--- src/rtl/io_fetch_if.sv ---
// Command, request, response and output-stream signals of the fetch unit.
// slave = the fetch unit, master = command source / memory / consumer.
interface io_fetch_if #(
   parameter int IO_DATA_WIDTH = 32,
   parameter int IO_ADDR_WIDTH = 32,
   parameter int LEN_WIDTH     = 16
);
   logic                     cmd_valid;
   logic                     cmd_ready;
   logic [IO_ADDR_WIDTH-1:0] cmd_base_addr;
   logic [LEN_WIDTH-1:0]     cmd_len;
   logic                     req_valid;
   logic                     req_ready;
   logic [IO_ADDR_WIDTH-1:0] data_req_addr;
   logic                     rsp_valid;
   logic [IO_DATA_WIDTH-1:0] data_in;
   logic                     out_valid;
   logic                     out_ready;
   logic [IO_DATA_WIDTH-1:0] out_data;
   logic                     busy;
   logic                     done;

   modport slave (
      input  cmd_valid, cmd_base_addr, cmd_len,
      input  req_ready, rsp_valid, data_in, out_ready,
      output cmd_ready, req_valid, data_req_addr,
      output out_valid, out_data, busy, done
   );

   modport master (
      output cmd_valid, cmd_base_addr, cmd_len,
      output req_ready, rsp_valid, data_in, out_ready,
      input  cmd_ready, req_valid, data_req_addr,
      input  out_valid, out_data, busy, done
   );
endinterface

--- src/rtl/io_fetch_unit.sv ---
// Fetches cmd_len consecutive words into a circular buffer with flow control.
// Define IO_FETCH_STALL_CNT_EN to add the stall_cycles counter output.
module io_fetch_unit #(
   parameter int IO_DATA_WIDTH     = 32,
   parameter int IO_ADDR_WIDTH     = 32,
   parameter int DATA_BUFFER_DEPTH = 16,
   parameter int LEN_WIDTH         = 16
) (
   input  logic        clk,
   input  logic        rstn,
   io_fetch_if.slave   bus
`ifdef IO_FETCH_STALL_CNT_EN
   ,
   output logic [31:0] stall_cycles
`endif
);

   localparam int PW = $clog2(DATA_BUFFER_DEPTH);
   localparam int CW = PW + 1;
   localparam logic [CW:0] DEPTH_W = (CW+1)'(DATA_BUFFER_DEPTH);

   typedef enum logic [1:0] {
      IDLE,
      FETCH,
      DRAIN
   } state_e;

   state_e                   state_q;
   logic [IO_ADDR_WIDTH-1:0] addr_q;
   logic [LEN_WIDTH-1:0]     rem_q;
   logic                     cmd_ready_q;
   logic                     busy_q;
   logic                     done_q;

   logic [CW-1:0]            usage_q, usage_d;
   logic [CW-1:0]            outst_q, outst_d;
   logic [PW-1:0]            wptr_q, rptr_q;
   logic [IO_DATA_WIDTH-1:0] mem_q [DATA_BUFFER_DEPTH];

   logic cmd_fire;
   logic room;
   logic req_valid;
   logic req_fire;
   logic rsp_fire;
   logic out_valid;
   logic pop;

   assign cmd_fire  = bus.cmd_valid && cmd_ready_q;
   // Reserve a slot for every in-flight request so responses never overflow.
   assign room      = ({1'b0, usage_q} + {1'b0, outst_q}) < DEPTH_W;
   assign req_valid = (state_q == FETCH) && (rem_q != '0) && room;
   assign req_fire  = req_valid && bus.req_ready;
   assign rsp_fire  = bus.rsp_valid && (outst_q != '0);
   assign out_valid = (usage_q != '0);
   assign pop       = out_valid && bus.out_ready;

   assign usage_d = usage_q + CW'(rsp_fire) - CW'(pop);
   assign outst_d = outst_q + CW'(req_fire) - CW'(rsp_fire);

   assign bus.cmd_ready     = cmd_ready_q;
   assign bus.req_valid     = req_valid;
   assign bus.data_req_addr = addr_q;
   assign bus.out_valid     = out_valid;
   assign bus.out_data      = out_valid ? mem_q[rptr_q] : '0;
   assign bus.busy          = busy_q;
   assign bus.done          = done_q;

   always_ff @(posedge clk or negedge rstn) begin
      if (!rstn) begin
         state_q     <= IDLE;
         addr_q      <= '0;
         rem_q       <= '0;
         cmd_ready_q <= 1'b1;
         busy_q      <= 1'b0;
         done_q      <= 1'b0;
      end else begin
         done_q <= 1'b0;
         unique case (state_q)
            IDLE: begin
               if (cmd_fire) begin
                  addr_q <= bus.cmd_base_addr;
                  rem_q  <= bus.cmd_len;
                  if (bus.cmd_len == '0) begin
                     done_q <= 1'b1;
                  end else begin
                     state_q     <= FETCH;
                     cmd_ready_q <= 1'b0;
                     busy_q      <= 1'b1;
                  end
               end
            end
            FETCH: begin
               if (req_fire) begin
                  addr_q <= addr_q + IO_ADDR_WIDTH'(1);
                  rem_q  <= rem_q - LEN_WIDTH'(1);
                  if (rem_q == LEN_WIDTH'(1)) begin
                     state_q <= DRAIN;
                  end
               end
            end
            DRAIN: begin
               // Looks at next-cycle counts so a final pop ends the command now.
               if (outst_d == '0 && usage_d == '0) begin
                  state_q     <= IDLE;
                  cmd_ready_q <= 1'b1;
                  busy_q      <= 1'b0;
                  done_q      <= 1'b1;
               end
            end
            default: begin
               state_q <= IDLE;
            end
         endcase
      end
   end

   always_ff @(posedge clk or negedge rstn) begin
      if (!rstn) begin
         usage_q <= '0;
         outst_q <= '0;
         wptr_q  <= '0;
         rptr_q  <= '0;
      end else begin
         usage_q <= usage_d;
         outst_q <= outst_d;
         if (rsp_fire) begin
            wptr_q <= wptr_q + PW'(1);
         end
         if (pop) begin
            rptr_q <= rptr_q + PW'(1);
         end
      end
   end

   always_ff @(posedge clk) begin
      if (rsp_fire) begin
         mem_q[wptr_q] <= bus.data_in;
      end
   end

`ifdef IO_FETCH_STALL_CNT_EN
   logic [31:0] stall_q;

   always_ff @(posedge clk or negedge rstn) begin
      if (!rstn) begin
         stall_q <= '0;
      end else if (cmd_fire) begin
         stall_q <= '0;
      end else if (state_q == FETCH && rem_q != '0 &&
                   !req_valid && stall_q != '1) begin
         stall_q <= stall_q + 32'd1;
      end
   end

   assign stall_cycles = stall_q;
`endif

endmodule

--- src/flat_wrapper.sv ---
// flat-port wrapper written by rule: the top's interface ports become plain ports
module io_fetch_unit_flat 
#(
   parameter int IO_DATA_WIDTH     = 32,
   parameter int IO_ADDR_WIDTH     = 32,
   parameter int DATA_BUFFER_DEPTH = 16,
   parameter int LEN_WIDTH         = 16
)
  (clk, rstn, bus_cmd_valid, bus_cmd_base_addr, bus_cmd_len, bus_req_ready, bus_rsp_valid, bus_data_in, bus_out_ready, bus_cmd_ready, bus_req_valid, bus_data_req_addr, bus_out_valid, bus_out_data, bus_busy, bus_done);
  io_fetch_if #(.IO_DATA_WIDTH(IO_DATA_WIDTH), .IO_ADDR_WIDTH(IO_ADDR_WIDTH), .LEN_WIDTH(LEN_WIDTH)) bus_i ();
  input  logic clk;
  input  logic rstn;
  input wire logic [$bits(bus_i.cmd_valid)-1:0] bus_cmd_valid;
  input wire logic [$bits(bus_i.cmd_base_addr)-1:0] bus_cmd_base_addr;
  input wire logic [$bits(bus_i.cmd_len)-1:0] bus_cmd_len;
  input wire logic [$bits(bus_i.req_ready)-1:0] bus_req_ready;
  input wire logic [$bits(bus_i.rsp_valid)-1:0] bus_rsp_valid;
  input wire logic [$bits(bus_i.data_in)-1:0] bus_data_in;
  input wire logic [$bits(bus_i.out_ready)-1:0] bus_out_ready;
  output wire logic [$bits(bus_i.cmd_ready)-1:0] bus_cmd_ready;
  output wire logic [$bits(bus_i.req_valid)-1:0] bus_req_valid;
  output wire logic [$bits(bus_i.data_req_addr)-1:0] bus_data_req_addr;
  output wire logic [$bits(bus_i.out_valid)-1:0] bus_out_valid;
  output wire logic [$bits(bus_i.out_data)-1:0] bus_out_data;
  output wire logic [$bits(bus_i.busy)-1:0] bus_busy;
  output wire logic [$bits(bus_i.done)-1:0] bus_done;
  assign bus_i.cmd_valid = bus_cmd_valid;
  assign bus_i.cmd_base_addr = bus_cmd_base_addr;
  assign bus_i.cmd_len = bus_cmd_len;
  assign bus_i.req_ready = bus_req_ready;
  assign bus_i.rsp_valid = bus_rsp_valid;
  assign bus_i.data_in = bus_data_in;
  assign bus_i.out_ready = bus_out_ready;
  assign bus_cmd_ready = bus_i.cmd_ready;
  assign bus_req_valid = bus_i.req_valid;
  assign bus_data_req_addr = bus_i.data_req_addr;
  assign bus_out_valid = bus_i.out_valid;
  assign bus_out_data = bus_i.out_data;
  assign bus_busy = bus_i.busy;
  assign bus_done = bus_i.done;
  io_fetch_unit #(.IO_DATA_WIDTH(IO_DATA_WIDTH), .IO_ADDR_WIDTH(IO_ADDR_WIDTH), .DATA_BUFFER_DEPTH(DATA_BUFFER_DEPTH), .LEN_WIDTH(LEN_WIDTH)) u_core (.clk(clk), .rstn(rstn), .bus(bus_i));
endmodule
--- config.mk ---
export PLATFORM = sky130hd
export DESIGN_NAME = io_fetch_unit_flat
export DESIGN_NICKNAME = d
export VERILOG_FILES = /design/src/rtl/io_fetch_if.sv /design/src/rtl/io_fetch_unit.sv /design/src/flat_wrapper.sv
export SDC_FILE = /design/constraint.sdc
export NUM_CORES = 1
export LEC_CHECK = 0
export ABC_AREA = 1
export CAP_MARGIN = 10
export CELL_PAD_IN_SITES_DETAIL_PLACEMENT = 1
export CELL_PAD_IN_SITES_GLOBAL_PLACEMENT = 1
export CORE_AREA = 2 2 355 269
export CTS_CLUSTER_SIZE = 20
export DETAILED_ROUTE_END_ITERATION = 16
export DIE_AREA = 0 0 357 271
export PLACE_DENSITY = 0.54
export SLEW_MARGIN = 25
export SYNTH_ARGS = -nofsm -noshare
export SYNTH_HDL_FRONTEND = slang
export SYNTH_SLANG_ARGS = --single-unit
export TNS_END_PERCENT = 10
--- constraint.sdc ---
create_clock -name clk -period 5.5 [get_ports clk]
set_clock_uncertainty 0.1 [all_clocks]
set_input_delay 1.65 -clock clk [delete_from_list [all_inputs] [get_ports clk]]
set_output_delay 1.65 -clock clk [all_outputs]
set_load 0.02 [all_outputs]
==> impl_metrics.yaml <==
power_and_ir_drop:
  power_leakage_nw: 10.2
  power_mw: 17.2
  power_density_nw_per_um2: 567
  irDropWorstVdd_uv: 364
clock_tree:
  clock_path_buffers: 3
  cts_root_buf: "clkbuf_16"
  clk_pin_slew_ns: 0.06
  clock_latency_ns: 0.61
  cts_setup_buffers: 0
  cts_tree: "built"
  clock-sinks: 583
  htreeDepth: 3
  cts_buffers: 66
floorplanning:
  fp.dieH_um: 271
  start_util_pct: 26.8
  row_count: 97
  die_x_um: 357
  die-area_um2: 96700
  pin_count: 155
  coreArea_um2: 93000
placement:
  placed_area_um2: 28100
  gp_congestion: 0.781
  numPortBuffers: 154
  placedCellCount: 3463
  dp_hpwl_um: 46100
  post-place-ws_ns: 0.689
cells_and_area:
  fin_nets: 2406
  drive_gt1_share_pct: 8.92
  instances_no_fill: 3580
  area_delta_synth_final_pct: 21.4
  num_antenna_cells: 0
  fin_util_pct: 32.6
  final_common_cell: "edfxtp_1"
  mostFrequentLayoutCells: "edfxtp_1, nor2_1, o21ai_0"
  ff_latch_area_um2: 17200
  fillCellCount: 10200
  multi_input_area_um2: 6990
  final_area_um2: 30300
sta:
  final.min_clock_period_ns: 5.33
  setup_ws_ns: 0.171
  hold-worst-slack_ns: 0.376
  final-hold-violation-count: 0
  post-route-period-util_pct: 96.9
  drv_slew: 0
  timing.fmax_mhz: 188
  tns_ns: 0
  tightest_slew_ns: 0.954
  grt_setup_unrepaired: "true"
  setup_viol: 0
  slew_headroom_pct: 36.4
logic_synthesis:
  netlist_area_um2: 25000
  synthXorXnorAreaFrac_pct: 0.737
  synth_edf_count: 512
  yosys.area_share.simple_pct: 11.9
  synth_cells: 2151
  synthMuxAreaShare_pct: 0.0401
  synth_compound_area_share_pct: 13.5
  synthArstFlopShare_pct: 12.2
  syn_nets: 2263
  ys.flop_type: "edfxtp_1"
  ys_seq_area_share_pct: 68.7
  synth-seq-cells: 583
  synthAdderAreaFrac_pct: 1.36
  ys_warn_count: 0
  synth_top_family_by_area: "compound AO/OA/AOI/OAI gates"
  synth_cell_type_count: 45
  synth_area_per_cell_um2: 11.6
worst_setup_path:
  crit_type: "flop to output port"
  cp_max_fo: 131
  crit_path_end_kind: "output port"
  critPathArrivalTime_ns: 3.58
  crit_path_start_kind: "flop"
  cp.required_ns: 3.75
global_route:
  grt-ovfl-total: 0
  grt_use_met2_pct: 25.0
  grt_max_degree: 132
  grt_pass1_vias: 18500
  grt_pass1_wl_um: 118000
  grt_usage_pct: 16.2
  use_met1_pct: 23.3
  grt-busiest-layer: "met2"
  use_met3_pct: 2.95
  antenna_found_initial: 2
drt:
  avgRoutedWirePerCell_um: 22.1
  drtPass1Iterations: 5
  avgViaCountPerCell: 4.93
  drc: 0
  vias: 17700
  totalWireLength_um: 79100
  drtIter0Drc: 1360
  ant_nets: 0
run:
  drv_cap: 0
worst_hold_path:
  worst_hold_path_type: "flop to flop"
run_status:
  status: "complete, no violations"
-- repair_timing --
item | in CTS | in global routing
endpoints found under the setup margin | 0 | 12
gates resized for setup | 0 | 6
hold buffers | 0 | 0
-- synthesized netlist by cell type, types with 2 or more instances --
master	count	area [um2]
inv_1	104	390
xnor2_1	2	17.5
o211ai_1	44	330
o22ai_1	44	275
xor2_1	19	166
ha_1	24	300
buf_1	7	26.3
nand4_1	11	68.8
nor2_4	2	22.5
fa_1	2	40.0
o21ai_2	30	263
dfrtp_1	70	1750
nor3_1	12	60.1
o21ai_0	298	1490
buf_2	12	60.1
inv_2	2	7.51
edfxtp_1	512	15400
nand2_2	3	18.8
o31ai_1	6	45.0
clkbuf_1	102	383
nand3_1	72	360
o221ai_1	84	736
nand2_1	278	1040
buf_6	3	33.8
nor2_1	350	1310
a21oi_1	39	195
-- worst max-delay path, stage by stage, from the launching register on --
cell	delay, ns
dfrtp_4	0.71
buf_16	0.36
o21ai_0	0.21
o221ai_1	0.24
o211ai_1	0.13
a21oi_1	0.44
clkdlybuf4s50_1	0.71
-- cell families after synthesis --
family                   count (synthesis)
multiplexers                             1
XOR/XNOR                                21
flip-flops                             583
buffers and inverters                  235
AO/OA/AOI/OAI                          549
AND/OR/NAND/NOR                        736
adder cells (fa/ha/maj)                 26
-- layout make-up --
type                    instances  share of cell area, %
inverters                     108                   1.39
clock buffers                  93                   6.31
multi-input cells            1333                   23.1
clock inverters                24                  0.653
well taps                    1237                   5.11
flip-flops and latches        583                   56.7
repair buffers                202                   6.76
-- flip-flops by register name (all words and copies together) (netlist names) --
| name | cells |
|---|---|
| u_core.rptr_q | 4 |
| u_core.rem_q | 16 |
| u_core.mem_q | 512 |
| u_core.bus.data_req_addr | 32 |
| u_core.bus.cmd_ready | 1 |
| u_core.bus.done | 1 |
| u_core.outst_q | 5 |
| u_core.bus.busy | 1 |
| u_core.state_q | 2 |
| u_core.wptr_q | 4 |
| u_core.usage_q | 5 |
-- report_power, final --
part / switching, mW / leakage, nW / internal, mW
combinational: 4.70 / 3.62 / 2.28
clock: 1.79 / 1.02 / 2.56
sequential: 0.399 / 5.52 / 5.44
-- worst paths after layout --
| path | endpoint | slack [ns] | startpoint | cells past startpoint |
|---|---|---|---|---|
| max in group asynchronous | u_core.rptr_q[1] | 3.69 | rstn | 1 |
| min in group asynchronous | u_core.bus.data_req_addr[9] | 0.96 | rstn | 1 |
| hold / removal | u_core.bus.cmd_ready | 0.38 | u_core.bus.cmd_ready | 2 |
| setup reg to reg | u_core.bus.busy | 1.18 | u_core.usage_q[2] | 21 |
| setup / recovery | bus_out_data[19] | 0.17 | u_core.rptr_q[0] | 6 |
| hold reg to reg | u_core.bus.cmd_ready | 0.38 | u_core.bus.cmd_ready | 2 |
-- layer usage --
metal | vias to the layer above | wire length (um)
met4 | 2 | 1610
met2 | 370 | 35400
met5 | - | 13
li1 | 8066 | -
met3 | 111 | 3520
met1 | 9103 | 38500
No activity file was read; power rests on OpenSTA's default activity.
==> variant (config.mk and constraints unchanged) <==
`IO_ADDR_WIDTH` is set to 32 in 3 places; all go to 64.
--- a/src/rtl/io_fetch_if.sv
+++ b/src/rtl/io_fetch_if.sv
@@ -2,7 +2,7 @@
 // slave = the fetch unit, master = command source / memory / consumer.
 interface io_fetch_if #(
    parameter int IO_DATA_WIDTH = 32,
-   parameter int IO_ADDR_WIDTH = 32,
+   parameter int IO_ADDR_WIDTH = 64,
    parameter int LEN_WIDTH     = 16
 );
    logic                     cmd_valid;
--- a/src/rtl/io_fetch_unit.sv
+++ b/src/rtl/io_fetch_unit.sv
@@ -2,7 +2,7 @@
 // Define IO_FETCH_STALL_CNT_EN to add the stall_cycles counter output.
 module io_fetch_unit #(
    parameter int IO_DATA_WIDTH     = 32,
-   parameter int IO_ADDR_WIDTH     = 32,
+   parameter int IO_ADDR_WIDTH     = 64,
    parameter int DATA_BUFFER_DEPTH = 16,
    parameter int LEN_WIDTH         = 16
 ) (
--- a/src/flat_wrapper.sv
+++ b/src/flat_wrapper.sv
@@ -2,7 +2,7 @@
 module io_fetch_unit_flat 
 #(
    parameter int IO_DATA_WIDTH     = 32,
-   parameter int IO_ADDR_WIDTH     = 32,
+   parameter int IO_ADDR_WIDTH     = 64,
    parameter int DATA_BUFFER_DEPTH = 16,
    parameter int LEN_WIDTH         = 16
 )
Interface: changed (resized bus_cmd_base_addr and bus_data_req_addr); port bits go from 155 to 219. No check against the original RTL was run, so the function may have changed too.
==> variant against the unedited design <==
  * Sequential cell count increased by 32
  * Design area increased by 11%
  * Area after synthesis increased by 11%
  * Routed wire length increased by 21%
  * Setup slack improved by 0.13 ns
  * Total power decreased by 7.3%
  * Largest cell class unchanged
==> variant: results (changes against the unedited design) <==
- The peak ir drop on the vdd network was 0.000335 V (was 0.000364 V).
- The share of flip-flops with an asynchronous set or reset after synthesis came to 16.7% (was 12.2%).
- The register-to-register path setup slack was 1.97 ns (was 1.18 ns).
- The slew at the pin with the worst max-slew slack is 0.968 ns (was 0.954 ns).
- The reg-to-reg endpoint is u_core.state_q[0] (was u_core.bus.busy).
- The count of different cell masters after synthesis is 43 (was 45).
- The reported leakage power is 12.0 nW (was 10.2 nW).
- The detailed router's first-iteration violation count was 1,400 (was 1,360).
- The peak fanout along the critical path came to 36 (was 131).
- The adder-cell share of the synthesized area is 1.23% (was 1.36%).
- The net count after synthesis is 2,769 (was 2,263).
- The wire length of the first global-routing pass is 143 mm (was 118 mm).
- Main area contributors after synthesis: sky130_fd_sc_hd__edfxtp_1 56%, sky130_fd_sc_hd__dfrtp_1 9.2%, sky130_fd_sc_hd__nand2_1 7.8% (was sky130_fd_sc_hd__edfxtp_1 62%, sky130_fd_sc_hd__dfrtp_1 7.0%, sky130_fd_sc_hd__o21ai_0 6.0%).
- Most common library cells after synthesis: 574 x sky130_fd_sc_hd__nand2_1, 512 x sky130_fd_sc_hd__edfxtp_1, 437 x sky130_fd_sc_hd__nor2_1, 290 x sky130_fd_sc_hd__o21ai_0, 102 x sky130_fd_sc_hd__dfrtp_1 (was 512 x sky130_fd_sc_hd__edfxtp_1, 350 x sky130_fd_sc_hd__nor2_1, 298 x sky130_fd_sc_hd__o21ai_0, 278 x sky130_fd_sc_hd__nand2_1, 104 x sky130_fd_sc_hd__inv_1).
- The sequential share of power is 36.0% (was 34.0%).
- The clock power share is 30.5% (was 25.3%).
- The routability congestion estimate from global placement is 0.874 (was 0.781).
- The average detailed-routed wire length per instance is 23.3 µm (was 22.1 µm).
- The share of synthesized area occupied by flip-flops and latches came to 65.0% (was 68.7%).
- The fraction of the mapped netlist area in compound gates is 11.9% (was 13.5%).
- The standard cell with the maximum stage delay on the critical path is sky130_fd_sc_hd__clkdlybuf4s50_1 (was sky130_fd_sc_hd__dfrtp_4).
- The number of buffers created by CTS was 71 (was 66).
- The filler cell count is 10,286 (was 10,169).
- The via count of the first global-routing pass was 22,041 (was 18,463).
- Result of the run: finished, final reports clean (unchanged).
[variant: cell count changes after synthesis, sizes merged, moves of 13 or more]
cell    change
a21boi     +13
buf        +21
dfrtp      +32
nand2     +293
nand3      +13
nor2       +90
xnor2      +21
[variant: layout make-up]
cell class                      instances  area, µm²  area share [%]
Timing Repair Buffer                  268       2720            8.05
Tap cell                             1237       1550            4.58
Clock buffer                           85       1830            5.42
Sequential cell                       615      18000            53.2
Antenna cell                            2       5.00          0.0148
Multi-Input combinational cell       1769       8760            26.0
Inverter                              100        382            1.13
Clock inverter                         45        548            1.62
[variant: metal layers]
metal	track usage, %	wire length [µm]
met5	0	26
met3	3.27	4130
met2	31.0	44000
met4	5.25	2290
met1	28.3	45600
[variant: metrics by stage]
step	hold slack, ns	util, %	std cells	power (mW)
after floorplan	0.371	-	2625	8.78
after detailed placement	0.398	33.8	3989	11.2
after CTS	0.408	36.3	4119	16.1
final	0.398	36.3	4121	15.9
after global placement	0.389	33.8	3989	11.1
after global routing	0.435	36.3	4121	16.8
